<file path="config.mk">
export PLATFORM = sky130hd
export DESIGN_NAME = muldiv_unit
export DESIGN_NICKNAME = d
export VERILOG_FILES = /design/src/rtl/muldiv_unit.sv
export SDC_FILE = /design/constraint.sdc
export NUM_CORES = 1
export LEC_CHECK = 0
export CORE_UTILIZATION = 40
export DETAILED_ROUTE_END_ITERATION = 8
export PLACE_DENSITY = 0.69
export SYNTH_ARGS = -nofsm -noshare
export SYNTH_HDL_FRONTEND = slang
export SYNTH_SLANG_ARGS = --single-unit
</file>
<file path="constraint.sdc">
create_clock -name clk -period 5.6 [get_ports clk]
set_input_delay 1.12 -clock clk [delete_from_list [all_inputs] [get_ports clk]]
set_output_delay 1.12 -clock clk [all_outputs]
set_load 0.01 [all_outputs]
</file>
<file path="src/rtl/muldiv_unit.sv">
// muldiv_unit: iterative RV32M multiply/divide unit (radix-2, one bit per cycle).
// MUL/MULH/MULHSU/MULHU use shift-add. DIV/DIVU/REM/REMU use restoring
// shift-subtract. Both work on operand magnitudes, and the sign is fixed up
// on the final step. Divide-by-zero and signed overflow complete straight
// from IDLE in one cycle.
// Ports:
//   clk, rst                    clock, async active-high reset
//   in_valid / in_ready         request handshake (in_ready only in IDLE)
//   MulDivOp, SrcA, SrcB        funct3 op and operands, sampled at accept only
//   flush                       abort in-flight op (RUN/DONE) or ignore a request (IDLE)
//   out_valid / out_ready       response handshake (out_valid only in DONE)
//   Result                      registered result; holds its value after DONE
//   busy                        high in RUN or DONE
module muldiv_unit #(
  parameter int DATA_WIDTH = 32
) (
  input  logic                  clk,
  input  logic                  rst,
  input  logic                  in_valid,
  output logic                  in_ready,
  input  logic [2:0]            MulDivOp,
  input  logic [DATA_WIDTH-1:0] SrcA,
  input  logic [DATA_WIDTH-1:0] SrcB,
  input  logic                  flush,
  output logic                  out_valid,
  input  logic                  out_ready,
  output logic [DATA_WIDTH-1:0] Result,
  output logic                  busy
);
  localparam int W  = DATA_WIDTH;
  localparam int CW = $clog2(W + 1);

  typedef enum logic [1:0] {IDLE, RUN, DONE} state_e;

  state_e          state_q;
  logic [CW-1:0]   cnt_q;
  logic [2:0]      op_q;
  logic [2*W-1:0]  acc_q;    // mul: {partial hi, multiplier}; div: {remainder, dividend/quotient}
  logic [W-1:0]    mcand_q;  // multiplicand or divisor magnitude
  logic            neg_q;    // negate the selected result in the final step
  logic [W-1:0]    result_q;

  // Accept-time decode
  logic         a_signed, b_signed, a_neg, b_neg, is_div, early;
  logic [W-1:0] a_mag, b_mag, early_res;

  always_comb begin
    is_div   = MulDivOp[2];
    a_signed = is_div ? ~MulDivOp[0] : (MulDivOp[1:0] != 2'b11);
    b_signed = is_div ? ~MulDivOp[0] : ~MulDivOp[1];
    a_neg    = a_signed & SrcA[W-1];
    b_neg    = b_signed & SrcB[W-1];
    a_mag    = a_neg ? -SrcA : SrcA;
    b_mag    = b_neg ? -SrcB : SrcB;
    early     = 1'b0;
    early_res = '0;
    if (is_div && SrcB == '0) begin
      early     = 1'b1;
      early_res = MulDivOp[1] ? SrcA : '1;
    end else if (is_div && !MulDivOp[0] && SrcA == {1'b1, {(W-1){1'b0}}} && SrcB == '1) begin
      early     = 1'b1;
      early_res = MulDivOp[1] ? '0 : SrcA;
    end
  end

  // One iteration step
  logic [W:0]     mul_sum, div_shl, div_diff;
  logic [2*W-1:0] mul_nxt, div_nxt, acc_nxt, prod;
  logic [W-1:0]   quo, rem, fix_res;

  always_comb begin
    mul_sum  = {1'b0, acc_q[2*W-1:W]} + (acc_q[0] ? {1'b0, mcand_q} : '0);
    mul_nxt  = {mul_sum, acc_q[W-1:1]};
    div_shl  = acc_q[2*W-1:W-1];
    div_diff = div_shl - {1'b0, mcand_q};
    // Borrow out means the trial subtraction failed: keep the shifted remainder.
    if (div_diff[W]) div_nxt = {div_shl[W-1:0], acc_q[W-2:0], 1'b0};
    else             div_nxt = {div_diff[W-1:0], acc_q[W-2:0], 1'b1};
    acc_nxt  = op_q[2] ? div_nxt : mul_nxt;
    prod     = neg_q ? -acc_nxt : acc_nxt;
    quo      = neg_q ? -acc_nxt[W-1:0] : acc_nxt[W-1:0];
    rem      = neg_q ? -acc_nxt[2*W-1:W] : acc_nxt[2*W-1:W];
    if (op_q[2])                fix_res = op_q[1] ? rem : quo;
    else if (op_q[1:0] == 2'b00) fix_res = prod[W-1:0];
    else                        fix_res = prod[2*W-1:W];
  end

  always_ff @(posedge clk or posedge rst) begin
    if (rst) begin
      state_q  <= IDLE;
      cnt_q    <= '0;
      op_q     <= '0;
      acc_q    <= '0;
      mcand_q  <= '0;
      neg_q    <= 1'b0;
      result_q <= '0;
    end else if (flush) begin
      state_q <= IDLE;
    end else begin
      case (state_q)
        IDLE: if (in_valid) begin
          op_q <= MulDivOp;
          if (early) begin
            result_q <= early_res;
            state_q  <= DONE;
          end else begin
            cnt_q   <= CW'(W);
            // Remainder follows the dividend's sign; quotient/product the sign xor.
            neg_q   <= (is_div && MulDivOp[1]) ? a_neg : (a_neg ^ b_neg);
            mcand_q <= is_div ? b_mag : a_mag;
            acc_q   <= {{W{1'b0}}, (is_div ? a_mag : b_mag)};
            state_q <= RUN;
          end
        end
        RUN: begin
          acc_q <= acc_nxt;
          cnt_q <= cnt_q - 1'b1;
          if (cnt_q == CW'(1)) begin
            result_q <= fix_res;
            state_q  <= DONE;
          end
        end
        DONE: if (out_ready) state_q <= IDLE;
        default: state_q <= IDLE;
      endcase
    end
  end

  assign in_ready  = (state_q == IDLE);
  assign out_valid = (state_q == DONE);
  assign busy      = (state_q != IDLE);
  assign Result    = result_q;
endmodule
</file>
Word level (Yosys, flattened, before mapping) --
Cells that the tools add are included.
Storage, ports and cells: flip-flop bits (word level) 140, input bits 72
Operators by class: add/sub/neg operators 8, eq/ne operators 13, mux-type cells 38, bitwise gates (word level) 7, reduce and logical (&&, ||, !) cells 16
Operators with widths (number):
- 32-bit two-way mux | 17
- 64-bit two-way mux | 5
- 32-bit negator | 4
- 64-bit case mux with 2 select lines | 1
- 32-bit == test, second input constant | 2
- 64-bit negator | 1
- 32-bit case mux with 2 select lines | 1
- 32-bit by 32-bit adder with 33-bit output | 1
- 33-bit by 32-bit subtractor with 33-bit output | 1
- 32-bit logical NOT | 1
- 6-bit two-way mux | 2
- 6-bit case mux with 2 select lines | 1
- 2-bit two-way mux | 5
- 2-bit inequality test, second input constant | 4
- 4-bit AND reduction | 2
- 6-bit by 1-bit == test with 1-bit output, second input constant | 1
- 3-bit by 2-bit inequality test with 1-bit output, second input constant | 2
- 2-bit case mux with 3 select lines | 1
- 3-bit AND reduction | 2
- 6-bit by 1-bit subtractor with 6-bit output, second input constant | 1
- 1-bit logical AND | 5
- 1-bit two-way mux | 5
- 5-bit AND reduction | 1
- 2-bit logical NOT | 2
- 9 further kinds | 14

Depth between registers and ports, before layout --
depth in word-level cells 10, mapped depth 26, depth with buffers taken out 24

Worst setup path before layout --
Ideal clock, no wire load.
path kind flip-flop to flip-flop, from register acc_q[31], to register result_q[30], in the netlist Result[30], library setup time 132 ps, arrival 5121 ps, data required time 5468 ps, slack 347 ps, cell stages (with the launch flop) 26, buffers on the path 2, period minus slack after synthesis 5253 ps, cells stage by stage dfrtp_1 inv_1 ha_1 inv_1 fa_1 a211oi_1 o211ai_1 nand3_1 a21o_1 and3_1 clkbuf_1 buf_2 nor3_1 a21oi_1 ha_1 o21ai_0 or2_2 nor2_1 nand3_1 nor3_1 and4b_1 nand3_1 o41ai_1 xor2_1 a211oi_1 o32ai_1
Between the ends: longest elaborated chain between the ends 9, elaborated cells between the ends (all ways) 14, those cells by class add/sub: 4; mux: 10
RTL lines:
- start: declaration | line 38 | logic [2*W-1:0] acc_q;
- start signal: assignment | line 111 | acc_q <= {{W{1'b0}}, (is_div ? a_mag : b_mag)};
- start signal: assignment | line 116 | acc_q <= acc_nxt;
- 33-bit by 32-bit subtractor with 33-bit output | line 75 | div_diff = div_shl - {1'b0, mcand_q};
- 64-bit two-way mux | line 77 | if (div_diff[W]) div_nxt = {div_shl[W-1:0], acc_q[W-2:0], 1'b0};
- 64-bit two-way mux (*) | line 79 | acc_nxt = op_q[2] ? div_nxt : mul_nxt;
- 64-bit negator (tied with other cells) | line 80 | prod = neg_q ? -acc_nxt : acc_nxt;
- 64-bit two-way mux (tied with other cells) | line 80
- 32-bit two-way mux (on tied branches) | line 84, 83
- 32-bit two-way mux (*) | line 83 | if (op_q[2]) fix_res = op_q[1] ? rem : quo;
- 32-bit two-way mux (*) | line 118 | if (cnt_q == CW'(1)) begin
- 32-bit case mux with 2 select lines (*) | line 100 | case (state_q)
- end signal: assignment | line 104 | result_q <= early_res;
- end signal: assignment | line 119 | result_q <= fix_res;
- end: declaration | line 41 | logic [W-1:0] result_q;
Every way passes the cells marked *; elsewhere a longest branch is shown, timed or not. The select of a mux whose other input is x is not followed. A chain may end at the register's enable or synchronous reset.

Final worst setup path --
from input SrcA[0], to register mcand_q[31]
Between the ends: longest elaborated chain between the ends 7, elaborated cells between the ends (all ways) 10, those cells by class add/sub: 1; eq/ne: 1; mux: 4; bitwise: 1; reduce/logical: 3
RTL lines:
- start: declaration | line 22 | input logic [DATA_WIDTH-1:0] SrcA,
- parallel branches: the longest is 7 deep, another holds 32-bit negator
- end signal: assignment | line 110 | mcand_q <= is_div ? b_mag : a_mag;
- end: declaration | line 39 | logic [W-1:0] mcand_q;
Parallel ways; which one is timed is not known.

==> impl_metrics.yaml <==
place:
  routabilityCongestion: 1.02
  dp.cells: 2906
  placement.io_buffers: 106
  half_perimeter_wire_length_after_detailed_placement_um: 59800
sta:
  rsz0062_at_grt: "no"
  slew_headroom: 0.141
  finalHoldViolations: 0
  period_needed_ps: 5480
  max_freq_ghz: 0.183
  whs_ps: 484
  worst_slew_pin_slew_ps: 1280
  min_period_over_period: 0.978
  fin_skew_ps: 15.8
  final-setup-viol-count: 0
  final_max_slew_viol_count: 0
route:
  dr.first_iter.drc_count: 2399
  drt_first_pass_iters: 7
  via_count: 18900
  avgViaCountPerCell: 6.44
  wl_per_cell_um: 25.3
  detail_route.wirelength_um: 74300
  route.detailed.drc: 0
  antenna_left: 0
clock_tree:
  cts.repair.resized: 0
  tritoncts.num_buffers: 17
  clk_latency_ps: 460
  tritoncts: "yes"
  post_cts_hold_buffer_count: 0
  cts.htree.levels: 4
  cts.root.buffer_cell: "clkbuf_16"
  cts.reportedPaths.clkPinSlew_ps: 70
  cts.sink_count: 140
  cts_setup_buffers: 0
  max-clock-path-buffers: 2
critical_path:
  critical_path.reg2reg.startpoint: "acc_q[31]"
  start_kind: "input pin"
  cp_max_fo: 18
  ff2ff_setup_slack_ps: 260
  worst-setup-path-type: "in -> reg"
  setup.worst_path.end: "mcand_q[31]"
  cp-end-kind: "flop"
  worst-endpoint-required_ps: 5900
  r2r_end: "Result[26]"
  critPathLaunch: "SrcA[0]"
  critPathArrivalTime_ps: 5780
  worst-r2r-cell-count: 23
power:
  cellLeakagePower_nw: 7.78
  power.ir.vdd_worst_mv: 0.474
  p_per_area_nw_per_um2: 720
run_status:
  status: "finished, final reports clean"
synth:
  number_of_synthesized_flops_with_an_enable_pin: 0
  post_synth_inst_count: 2270
  synth_fp_nets: 2415
  postSynthAreaPerCell_sq_um: 7.25
  synth.yosys.seq_area_share: 0.213
  synth.ff_latch_count: 140
  mappedNetlistArea_sq_um: 16500
  most_frequent_cell_after_synthesis: "nand2_1"
  synth_async_sr_flop_share: 1.00
  yosys_warnings: 0
  post_synth_most_frequent_cells: "242 x nand2_1, 229 x o21ai_0, 217 x a21oi_1"
  post-synth-top-area-fraction: 0.213
  post_synth_main_area_contributors: "dfrtp_1 21%, o21ai_0 7.0%, a21oi_1 6.6%"
  synth_top_cell_by_area: "dfrtp_1"
  synth_cell_type_count: 97
  top_ff_cell_synth: "dfrtp_1"
global_route:
  grt_util_all_layers: 0.352
  use_met1: 0.484
  grt_overflow_total: 0
  number_of_antenna_violations_at_the_first_check_in_global_routing: 5
  met2_usage: 0.518
  grt_start_max_net_pins: 106
  global_routing_usage_on_met3: 0.0962
  number_of_global_route_vias_before_repair: 17100
  global_route_wire_length_before_repair_um: 110000
  grt-busiest-layer: "met2"
floorplan:
  die_area_sq_um: 42000
  dieWidth_um: 205
  placementRows: 73
  ioPinCount: 107
  floorplan.die.height_um: 205
  floorplan.core_area_sq_um: 40200
  initial_core_util: 0.409
min_path:
  min_path_type: "reg -> reg"
finish:
  layout.nets: 2545
  layout.cells.non_filler: 2940
  flow.area_growth_from_synthesis_pct: 17.7
  final_layout_size_suffix_gt1_frac: 0.106
run:
  number_of_maximum_capacitance_violations: 0
[metrics by stage]
stage                     setup TNS [ps]  cell area [sq um]  utilization  power [mW]  setup WS [ps]
after floorplan                        0              16500            -        8.43            347
after global placement             -35.2              18800        0.467        12.3          -35.2
after detailed placement           -18.2              18800        0.467        12.4          -18.2
after CTS                              0              19300        0.481        13.6            265
after global routing                   0              19400        0.482        14.8           8.14
final                                  0              19400        0.482        14.0            121
[how the worst min path moves through the flow]
stage	from	endpoint	cells after the start
global route	mcand_q[3]	mcand_q[3]	2
detailed placement	Result[2]	Result[2]	2
finish	Result[2]	Result[2]	2
global placement	Result[8]	Result[8]	2
CTS	Result[2]	Result[2]	2
floorplan	mcand_q[10]	mcand_q[10]	2
[critical path, stage by stage]
cell and delay [ps]:
clkdlybuf4s50_1 710, inv_1 80, ha_1 250, nand4b_1 160, nor3_1 110, nand3b_1 220
or3_1 230, o21a_1 200, a21oi_1 90, nor3_1 980, nand2_2 620, a311oi_1 900
a21oi_1 90
[layer usage]
layer	share of wire	vias to the layer above
met5	0.00061	-
met1	0.43	8999
met2	0.42	1077
met4	0.041	6
met3	0.11	181
li1	-	8662
[cells in the final DEF (no fill, tap or decap), types with 24 or more instances in the layout]
| master | instances |
|---|---|
| xnor2_1 | 108 |
| o31ai_1 | 36 |
| ha_1 | 70 |
| nor3_1 | 74 |
| nand2_1 | 241 |
| a21oi_1 | 217 |
| buf_4 | 155 |
| a31oi_1 | 36 |
| o21ai_0 | 228 |
| xor2_1 | 50 |
| mux2i_1 | 46 |
| dfrtp_1 | 138 |
| nor2_1 | 214 |
| nand4_1 | 36 |
| a211oi_1 | 24 |
| o211ai_1 | 38 |
| a21o_1 | 28 |
| and2_1 | 47 |
| clkdlybuf4s50_1 | 105 |
| nand3_1 | 42 |
| inv_1 | 72 |
| or3_1 | 26 |
[cell type report]
class	instances	area, sq um
Antenna cell	2	5.00
Fill cell	4092	20800
Timing Repair Buffer	262	2250
Multi-Input combinational cell	1906	12100
Clock inverter	14	135
Clock buffer	18	439
Tap cell	525	657
Inverter	73	279
Sequential cell	140	3510
[where the power goes]
group / leakage (nW) / total (mW) / switching [mW] / internal [mW]
combinational: 5.75 / 10.7 / 6.66 / 4.02
clock: 0.270 / 1.18 / 0.545 / 0.631
sequential: 1.76 / 2.10 / 0.634 / 1.46
[state kept, by name, indices dropped and copies added (netlist names)]
name / flops
state_q: 2
Result: 32
mcand_q: 32
cnt_q: 6
acc_q: 64
neg_q: 1
op_q: 3
[kinds of logic after synthesis]
kind of cell               synth area share
adders and majority gates            0.0564
buffers and inverters                0.0548
DFF                                   0.213
xor gates and xnor gates             0.0841
AOI/OAI and AO/OA                     0.319
and+or+nand+nor                       0.238
muxes                                0.0355
Note: power is estimated with default switching activity, not from simulation.
